==> src/rtl/axi_pkg.sv <==
// rtl/axi_pkg.sv - shared AXI write-slave types and constants
//
// Holds the burst encoding, response codes, the write FSM state type and
// the WRAP burst-length legality helper shared by the address generator.
package axi_pkg;

  typedef enum logic [1:0] {
    FIXED = 2'b00,
    INCR  = 2'b01,
    WRAP  = 2'b10
  } burst_t;

  localparam logic [1:0] OKAY   = 2'b00;
  localparam logic [1:0] EXOKAY = 2'b01;
  localparam logic [1:0] SLVERR = 2'b10;
  localparam logic [1:0] DECERR = 2'b11;

  typedef enum logic [1:0] {
    IDLE = 2'b00,
    DATA = 2'b01,
    RESP = 2'b10
  } wr_state_t;

  // WRAP bursts are only defined for 2, 4, 8 or 16 beats.
  function automatic logic wrap_len_ok(input logic [7:0] len);
    return (len == 8'd1) || (len == 8'd3) || (len == 8'd7) || (len == 8'd15);
  endfunction

endpackage

==> src/rtl/axi_addr_gen.sv <==
// rtl/axi_addr_gen.sv - combinational next-beat address for FIXED/INCR/WRAP
//
// Ports:
//   addr, size, len, burst : current beat address and burst attributes
//   next_addr              : byte address of the following beat
//   wrap_bad               : WRAP burst with a length other than 2/4/8/16 beats
module axi_addr_gen
  import axi_pkg::*;
#(
  parameter int ADDR_WIDTH = 32
) (
  input  logic [ADDR_WIDTH-1:0] addr,
  input  logic [2:0]            size,
  input  logic [7:0]            len,
  input  burst_t                burst,
  output logic [ADDR_WIDTH-1:0] next_addr,
  output logic                  wrap_bad
);

  localparam logic [ADDR_WIDTH-1:0] ONE = {{(ADDR_WIDTH-1){1'b0}}, 1'b1};

  logic [ADDR_WIDTH-1:0] step;
  logic [ADDR_WIDTH-1:0] incr;
  logic [ADDR_WIDTH-1:0] wrap_mask;

  always_comb begin
    step      = ONE << size;
    incr      = addr + step;
    // wrap length is (len+1)*step, a power of two for legal WRAP lengths
    wrap_mask = (({{(ADDR_WIDTH-8){1'b0}}, len} + ONE) << size) - ONE;
    case (burst)
      FIXED:   next_addr = addr;
      // base and offset occupy disjoint bits, so OR equals the sum
      WRAP:    next_addr = (addr & ~wrap_mask) | (incr & wrap_mask);
      default: next_addr = incr;
    endcase
    wrap_bad = (burst == WRAP) && !wrap_len_ok(len);
  end

endmodule

==> src/rtl/axi_slave_wr.sv <==
// rtl/axi_slave_wr.sv - AXI4 write slave converting bursts to single-beat memory writes
//
// One outstanding transaction. AW is captured in IDLE, W beats are written
// out in DATA (one mem_we pulse per beat, one cycle after the handshake),
// and the response is held in RESP until bready. All outputs are registered.
// Optional build macro: AXI_SLV_WRAP_EN enables WRAP bursts; without it WRAP
// is drained without writes and answered with SLVERR.
//
// Ports:
//   aclk, aresetn                          : clock, async active-low reset
//   aw* / awvalid / awready                : write address channel
//   wdata, wstrb, wlast / wvalid / wready  : write data channel
//   bid, bresp / bvalid / bready           : write response channel
//   mem_we, mem_addr, mem_wdata, mem_wstrb : single-beat memory write port
module axi_slave_wr
  import axi_pkg::*;
#(
  parameter int ID_WIDTH   = 4,
  parameter int ADDR_WIDTH = 32,
  parameter int DATA_WIDTH = 32
) (
  input  logic                    aclk,
  input  logic                    aresetn,
  input  logic [ID_WIDTH-1:0]     awid,
  input  logic [ADDR_WIDTH-1:0]   awaddr,
  input  logic [7:0]              awlen,
  input  logic [2:0]              awsize,
  input  logic [1:0]              awburst,
  input  logic                    awvalid,
  output logic                    awready,
  input  logic [DATA_WIDTH-1:0]   wdata,
  input  logic [DATA_WIDTH/8-1:0] wstrb,
  input  logic                    wlast,
  input  logic                    wvalid,
  output logic                    wready,
  output logic [ID_WIDTH-1:0]     bid,
  output logic [1:0]              bresp,
  output logic                    bvalid,
  input  logic                    bready,
  output logic                    mem_we,
  output logic [ADDR_WIDTH-1:0]   mem_addr,
  output logic [DATA_WIDTH-1:0]   mem_wdata,
  output logic [DATA_WIDTH/8-1:0] mem_wstrb
);

  localparam logic [2:0] SIZE_MAX = 3'($clog2(DATA_WIDTH/8));

  wr_state_t             state, state_nxt;
  logic [ID_WIDTH-1:0]   id_q;
  logic [2:0]            size_q;
  logic [7:0]            len_q;
  burst_t                burst_q;
  logic [ADDR_WIDTH-1:0] cur_addr;
  logic [7:0]            beat_cnt;
  logic                  err;
  logic                  drop;

  logic aw_hs, w_hs, b_hs;
  logic last_beat, len_hit, burst_bad, setup_err;

  logic [ADDR_WIDTH-1:0] gen_addr, next_addr;
  logic [2:0]            gen_size;
  logic [7:0]            gen_len;
  burst_t                gen_burst;
  logic                  gen_wrap_bad;

  assign aw_hs     = awvalid && awready;
  assign w_hs      = wvalid && wready;
  assign b_hs      = bvalid && bready;
  assign len_hit   = (beat_cnt == len_q);
  assign last_beat = wlast || len_hit;

  // In IDLE the generator looks at the incoming AW so its wrap-length flag
  // can qualify the burst; afterwards it steps the captured burst.
  always_comb begin
    if (state == IDLE) begin
      gen_addr  = awaddr;
      gen_size  = awsize;
      gen_len   = awlen;
      gen_burst = burst_t'(awburst);
    end else begin
      gen_addr  = cur_addr;
      gen_size  = size_q;
      gen_len   = len_q;
      gen_burst = burst_q;
    end
  end

  axi_addr_gen #(.ADDR_WIDTH(ADDR_WIDTH)) u_addr_gen (
    .addr      (gen_addr),
    .size      (gen_size),
    .len       (gen_len),
    .burst     (gen_burst),
    .next_addr (next_addr),
    .wrap_bad  (gen_wrap_bad)
  );

`ifdef AXI_SLV_WRAP_EN
  assign burst_bad = (awburst == 2'b11);
`else
  assign burst_bad = awburst[1];
`endif

  assign setup_err = burst_bad || (awsize > SIZE_MAX) || gen_wrap_bad;

  always_ff @(posedge aclk or negedge aresetn) begin
    if (!aresetn) state <= IDLE;
    else          state <= state_nxt;
  end

  always_comb begin
    state_nxt = state;
    case (state)
      IDLE:    if (aw_hs) state_nxt = DATA;
      DATA:    if (w_hs && last_beat) state_nxt = RESP;
      RESP:    if (b_hs) state_nxt = IDLE;
      default: state_nxt = IDLE;
    endcase
  end

  // Handshake outputs follow the next state so they are registered yet
  // change in the cycle right after the event that moves the FSM.
  always_ff @(posedge aclk or negedge aresetn) begin
    if (!aresetn) begin
      awready   <= 1'b0;
      wready    <= 1'b0;
      bvalid    <= 1'b0;
      bid       <= '0;
      bresp     <= OKAY;
      mem_we    <= 1'b0;
      mem_addr  <= '0;
      mem_wdata <= '0;
      mem_wstrb <= '0;
      id_q      <= '0;
      size_q    <= '0;
      len_q     <= '0;
      burst_q   <= FIXED;
      cur_addr  <= '0;
      beat_cnt  <= '0;
      err       <= 1'b0;
      drop      <= 1'b0;
    end else begin
      awready <= (state_nxt == IDLE);
      wready  <= (state_nxt == DATA);
      bvalid  <= (state_nxt == RESP);
      mem_we  <= 1'b0;
      if (aw_hs) begin
        id_q     <= awid;
        size_q   <= awsize;
        len_q    <= awlen;
        burst_q  <= burst_t'(awburst);
        cur_addr <= awaddr;
        beat_cnt <= '0;
        err      <= setup_err;
        drop     <= setup_err;
      end
      if (w_hs) begin
        mem_we    <= !drop;
        mem_addr  <= cur_addr;
        mem_wdata <= wdata;
        mem_wstrb <= wstrb;
        cur_addr  <= next_addr;
        beat_cnt  <= beat_cnt + 8'd1;
        if (last_beat) begin
          bid   <= id_q;
          bresp <= (err || (wlast != len_hit)) ? SLVERR : OKAY;
        end
      end
    end
  end

endmodule
==> config.mk <==
export PLATFORM = sky130hd
export DESIGN_NAME = axi_slave_wr
export DESIGN_NICKNAME = d
export VERILOG_FILES = /design/src/rtl/axi_pkg.sv /design/src/rtl/axi_addr_gen.sv /design/src/rtl/axi_slave_wr.sv
export SDC_FILE = /design/constraint.sdc
export NUM_CORES = 1
export LEC_CHECK = 0
export CAP_MARGIN = 40
export CORE_ASPECT_RATIO = 0.9
export CORE_MARGIN = 4
export CORE_UTILIZATION = 33
export DETAILED_ROUTE_END_ITERATION = 10
export GPL_TIMING_DRIVEN = 0
export PLACE_DENSITY = 0.6
export SETUP_SLACK_MARGIN = 0.02
export SLEW_MARGIN = 20
export SYNTH_ARGS = -nofsm -noshare
export SYNTH_HDL_FRONTEND = slang
export SYNTH_HIERARCHICAL = 1
export SYNTH_SLANG_ARGS = --single-unit
==> constraint.sdc <==
create_clock -name aclk -period 4 [get_ports aclk]
set_clock_uncertainty 0.15 [all_clocks]
set_input_delay 1 -clock aclk [delete_from_list [all_inputs] [get_ports aclk]]
set_output_delay 1 -clock aclk [all_outputs]
set_load 0.01 [all_outputs]
==> metrics.txt, run 1 <==
largest net degree at the start of global routing=93; FILL cells=2464; first-pass GRT wire length=41400 um; Die W=179 um; Post-synth ARST share=100%; Switching Share=43.4%; DRT Wirelength=26800 um; Hold Fails Final Rpt=0; placed inst area=10900 um^2; Synth Area in Compound Gates=13.6%; fin crit share=101%; Cell Chain, Critical Path=dlygate4sd2_1 -> mux2_4 -> or2_2 -> nor2_2 -> ha_1 -> nor2b_2 -> o21ai_2 -> a21oi_2 -> o41a_1 -> buf_6 -> and3_4 -> nand2_1 -> o221ai_1 -> a221o_1 -> nand2_1 -> o21ai_0; failing checks=setup timing; die area=29100 um^2; Synth Net Count=1094; Worst VDD drop=0.352 mV; Slew Viols, Final=0; Die H=162 um; routed len/inst=16.9 um; dominant cells by area after synthesis=dfrtp_1 39%, nand2_1 12%, mux2_2 8.9%; area of the mapped netlist=8710 um^2; WP buf/inv=2; GRT Total Usage=17.6%; most common cell after layout, fill and taps aside=nand2_1; CP delay by family, top=compound AO/OA/AOI/OAI gates; Final setup viols=2; Adder-Cell Fraction of Synth Area=2.24%; Avg Cell Area, Syn=8.82 um^2; Reg clk slew, reported paths=0.07 ns; I/O Buffers=167; 1st-iter DRT viols=614; status=finished with violations; CP required=4.14 ns; I/O pins=169; clk_lat worst skew=0.42 ns; starting density of the core=33.4%; FP Rows=56; n_diodes=0; post-layout util=48.2%; Remaining DRCs=0; initial antenna violation count=1; main combinational cell family by area after synthesis=simple AND/OR/NAND/NOR gates; fmax=0.248 GHz; clock sink count=137; Rel. slew slack=50.1%; TritonCTS Buffers=17; LEAKAGE=0.00565 uW; critical path arrival=4.17 ns; Slew @ Worst Pin=0.729 ns; YS warnings=6; RSZ-0062 raised after global routing=yes; fraction of synthesized area in multiplexers=13.8%; sequential power share=20.4%; GR Overflow Total=0; Crit Path Class=in2reg; vias in the first global route=7931; CTS tree=yes; post-synthesis sequential area ratio=39.3%; maximum clock insertion buffer count=2; most frequent cells in the layout=277 x nand2_1, 159 x clkdlybuf4s50_1, 135 x dfrtp_1; Post-Synth Simple-Gate Area=22.0%; final hold slack=0.320 ns; critical path's largest stage delay=0.41 ns; clock power share=13.6%; P_int=6790 uW; RD Place Congestion=0.892; CP dominant cell by count=nand2_1; Core ar.=26100 um^2; Netlist cell types=79; worst min-delay path category=reg2reg; Final Cell Area=12600 um^2; max-cap violation count=0; DR vias/cell=5.14; Post-Synth XOR/XNOR Area=4.31%; Logic pwr share=66.0%; drt pass-1 iters=5; power per cell area=954 nW/um^2; critical path fanouts, max=6; vias=8176; antenna viol nets, final=0; H-tree depth=4; NumNets Final=1335; cell taking the most area after synthesis=dfrtp_1; slowest stage cell, crit path=o41a_1; area share of the leading cell type in the synthesized netlist=39.3%; CP endpoint kind=flip-flop; layout cells sized above 1=23.8%; Syn-to-layout area delta=44.3%; Seq cells post-synth=137; Tmin final=4.04 ns; switching power=5200 uW; Post-synth EDFFs=0; Final WS setup=-0.0366 ns; CTS root buf=clkbuf_16; Mapped Cells=988; ys flop type=dfrtp_1; post-DP HPWL=19300 um; startpoint types=input pin
==> metrics by stage <==
step           cells  setup WS, ns  TNS, ns  total power [uW]
2_1_floorplan    988        0.0257        0              6760
3_3_place_gp    1503         -4.03  -575.12              8730
3_5_place_dp    1505         -1.17   -26.24              8810
4_1_cts         1560        0.0117        0             11200
5_1_grt         1590        -0.156    -1.90             12800
6_report        1590       -0.0366  -0.0490             12000
==> power groups by stage <==
stage	Clock [uW]	Sequential, uW	Combinational [uW]
2_1_floorplan	0	2540	4220
3_3_place_gp	0	2460	6270
3_5_place_dp	0	2470	6340
4_1_cts	1660	2450	7140
5_1_grt	1720	2530	8550
6_report	1630	2450	7910
==> tightest hold or removal path, cell delays in order (launching register included) <==
cell     delay (ns)
dfrtp_1        0.34
nand2_1        0.05
nand2_1        0.05
==> final cells by class <==
cell class	count	area (um^2)	area share [%]
plain buffers	54	428	3.40
clock buffers	17	425	3.38
clock inverters	15	178	1.41
inverters	19	78.8	0.627
multi-input cells	772	5350	42.5
flip-flops and latches	137	3430	27.3
well taps	348	435	3.46
repair buffers	228	2250	17.9
==> what timing repair did <==
item,4_1_cts,5_1_grt
buffers inserted,25,32
gates cloned,0,2
pin swaps,29,41
hold buffers,0,0
resized for setup,88,77
endpoints found under the setup margin,26,25
==> state kept, by name, summed over array words and instances, names as in the netlist, 2 cells and up <==
register / cells
mem_wstrb: 4
id_q: 4
cur_addr: 32
mem_addr: 32
size_q: 3
bid: 4
burst_q: 2
mem_wdata: 32
state: 2
len_q: 8
beat_cnt: 8
==> synth_stat cells (14+ instances only) <==
master and count:
xor2_1 25, a21oi_1 25, dfrtp_1 137, buf_2 25, xnor2_1 16, and3_1 15
clkbuf_1 21, nor2_1 38, nand3_1 18, mux2_2 69, o21ai_0 61, inv_1 18
ha_1 14, mux2i_1 39, nand2_1 282
==> kinds of logic after synthesis <==
kind of cell | count (synthesis)
adders and majority gates | 15
and+or+nand+nor | 430
muxes | 111
AOI/OAI and AO/OA | 173
DFF | 137
buffers and inverters | 79
other | 1
xor gates and xnor gates | 42
==> final timing paths <==
path / slack (ns) / cells past startpoint / startpoint / endpoint
setup / recovery: -0.04 / 16 / awsize[2] / cur_addr[14]
hold / removal: 0.32 / 2 / mem_addr[28] / mem_addr[28]
setup reg to reg: -0.03 / 18 / state[1] / cur_addr[14]
hold reg to reg: 0.32 / 2 / mem_addr[28] / mem_addr[28]
max in group asynchronous: 2.57 / 2 / aresetn / state[1]
min in group asynchronous: 0.33 / 1 / aresetn / cur_addr[23]
==> routing by layer <==
layer	wire length (um)	vias to the layer above	GRT usage [%]
met2	12700	234	28.9
li1	-	3939	-
met1	12100	3973	23.7
met5	13	-	0
met3	1620	28	4.00
met4	406	2	4.47
Power figures use the tool's default switching activity.
==> run 2: changes to the inputs <==
CTS_BUF_LIST = sky130_fd_sc_hd__clkbuf_8 sky130_fd_sc_hd__clkbuf_16   (was default)
==> results of run 2 <==
No change in the layout: final DEF, timing and power equal those of run 1.
==> run 3: changes to the inputs <==
CTS_CLUSTER_SIZE = 25   (was default)
RECOVER_POWER = 100   (was default)
==> run 3 against run 2 <==
The flow finishes with violations (capacitance limit, slew limit, setup timing). Critical endpoint unchanged. Total power decreased by 1.6%. Critical path depth unchanged. Global-route usage unchanged. Core utilization decreased by 0.25 points. Largest cell class unchanged. Critical path type unchanged. Combinational power decreased by 2%.
==> metrics.txt, run 3 (synthesized netlist as in run 1, its figures left out) <==
post-DP HPWL=19300 um; GRT Total Usage=17.6%; Power Total=11800 uW; DR vias/cell=5.15; CP required=4.13 ns; critical path's largest stage delay=0.41 ns; placed inst area=10900 um^2; LEAKAGE=0.00571 uW; Hold Fails Final Rpt=0; most frequent cells in the layout=277 x nand2_1, 135 x dfrtp_1, 80 x dlygate4sd3_1; starting density of the core=33.4%; die area=29100 um^2; status=finished with violations; CP endpoint kind=flip-flop; vias=8194; Final WS setup=-0.0301 ns; critical path fanouts, max=6; CTS tree=yes; initial antenna violation count=1; Crit Path Class=in2reg; startpoint types=input pin; slowest stage cell, crit path=o41a_1; power per cell area=943 nW/um^2; dpl ws=-1.17 ns; fin crit share=101%; CTS root buf=clkbuf_16; n_diodes=0; CP dominant cell by count=nand2_1; NumNets Final=1335; Final Cell Area=12500 um^2; vias in the first global route=7931; Worst VDD drop=0.353 mV; RD Place Congestion=0.892; critical path arrival=4.16 ns; first-pass GRT wire length=41400 um; Slew Viols, Final=47; fmax=0.248 GHz; 1st-iter DRT viols=624; Regs by FF count=cur_addr x32, mem_addr x32, mem_wdata x32; Tmin final=4.03 ns; Remaining DRCs=0; H-tree depth=4; Cell Chain, Critical Path=dlygate4sd2_1 -> mux2_4 -> or2_2 -> nor2_2 -> ha_1 -> nor2b_2 -> o21ai_2 -> a21oi_2 -> o41a_1 -> buf_6 -> and3_4 -> nand2_1 -> o221ai_1 -> a221o_1 -> nand2_1 -> o21ai_0; Reg clk slew, reported paths=0.07 ns; worst min-delay path category=reg2reg; antenna viol nets, final=0; Core ar.=26100 um^2; maximum clock insertion buffer count=2; drt pass-1 iters=5; most common cell after layout, fill and taps aside=nand2_1; I/O pins=169; max-cap violation count=1; Final setup viols=2; Slew @ Worst Pin=2.59 ns; GR Overflow Total=0; clk_lat worst skew=0.42 ns; I/O Buffers=167; hold bufs inserted after CTS=0; Die H=162 um; largest net degree at the start of global routing=93; clock sink count=137; routed len/inst=16.8 um; Die W=179 um; Fin Setup TNS=-0.0465 ns; RSZ-0062 raised after global routing=yes; TritonCTS Buffers=17; layout cells sized above 1=22.9%; Syn-to-layout area delta=43.5%; Rel. slew slack=-72.6%; DRT Wirelength=26700 um; FP Rows=56; failing checks=capacitance limit, slew limit, setup timing
## run 3: area by class of cell
| class | instances | area, um^2 |
|---|---|---|
| buffer | 54 | 398 |
| clock buffer | 17 | 425 |
| timing repair buffer | 228 | 2220 |
| sequential | 137 | 3430 |
| tap | 348 | 435 |
| inverter | 19 | 78.8 |
| multi-input combinational | 772 | 5340 |
| fill | 2473 | 13600 |
| clock inverter | 15 | 178 |
## run 3: final timing paths
check / endpoint / cells past startpoint / from / slack, ns
setup / recovery: cur_addr[14] / 16 / awsize[2] / -0.03
hold / removal: mem_addr[28] / 2 / mem_addr[28] / 0.31
setup reg to reg: cur_addr[14] / 18 / state[1] / -0.03
hold reg to reg: mem_addr[28] / 2 / mem_addr[28] / 0.31
max in group asynchronous: state[1] / 2 / aresetn / 0.55
min in group asynchronous: cur_addr[23] / 1 / aresetn / 1.24
## run 3: timing repair
| item | 4_1_cts | 5_1_grt |
|---|---|---|
| cloned | 0 | 2 |
| setup endpoints to repair | 26 | 25 |
| pin swaps | 29 | 41 |
| buffers inserted | 25 | 32 |
| resized for setup | 88 | 77 |
## run 3: worst max-delay path, delay by kind of cell
kind,cells,cell delay (ns)
AO/OA/AOI/OAI,6,1.24
AND/OR/NAND/NOR,6,0.90
buffers and inverters,2,0.42
multiplexers,1,0.32
adder cells (fa/ha/maj),1,0.27
## run 3: through the flow
step	hold WS, ns	std cells	utilization [%]
6_report	0.315	1590	48.0
5_1_grt	0.335	1590	48.0
4_1_cts	0.328	1560	46.4
3_5_place_dp	0.311	1505	41.9
3_3_place_gp	0.307	1503	41.8
2_1_floorplan	0.276	988	-
## run 3: power breakdown
part           internal (uW)  total (uW)  switching (uW)
Clock                    944        1630             682
Sequential              2020        2430             407
Combinational           3660        7740            4070
Total                   6630       11800            5160
## run 3: layer usage
layer / GRT usage, % / part of all wire [%] / vias up
met1: 23.7 / 45 / 3972
met4: 4.47 / 1.7 / 2
met5: 0 / 0.049 / -
met3: 4.00 / 6.4 / 36
met2: 28.9 / 47 / 238
li1: - / - / 3946
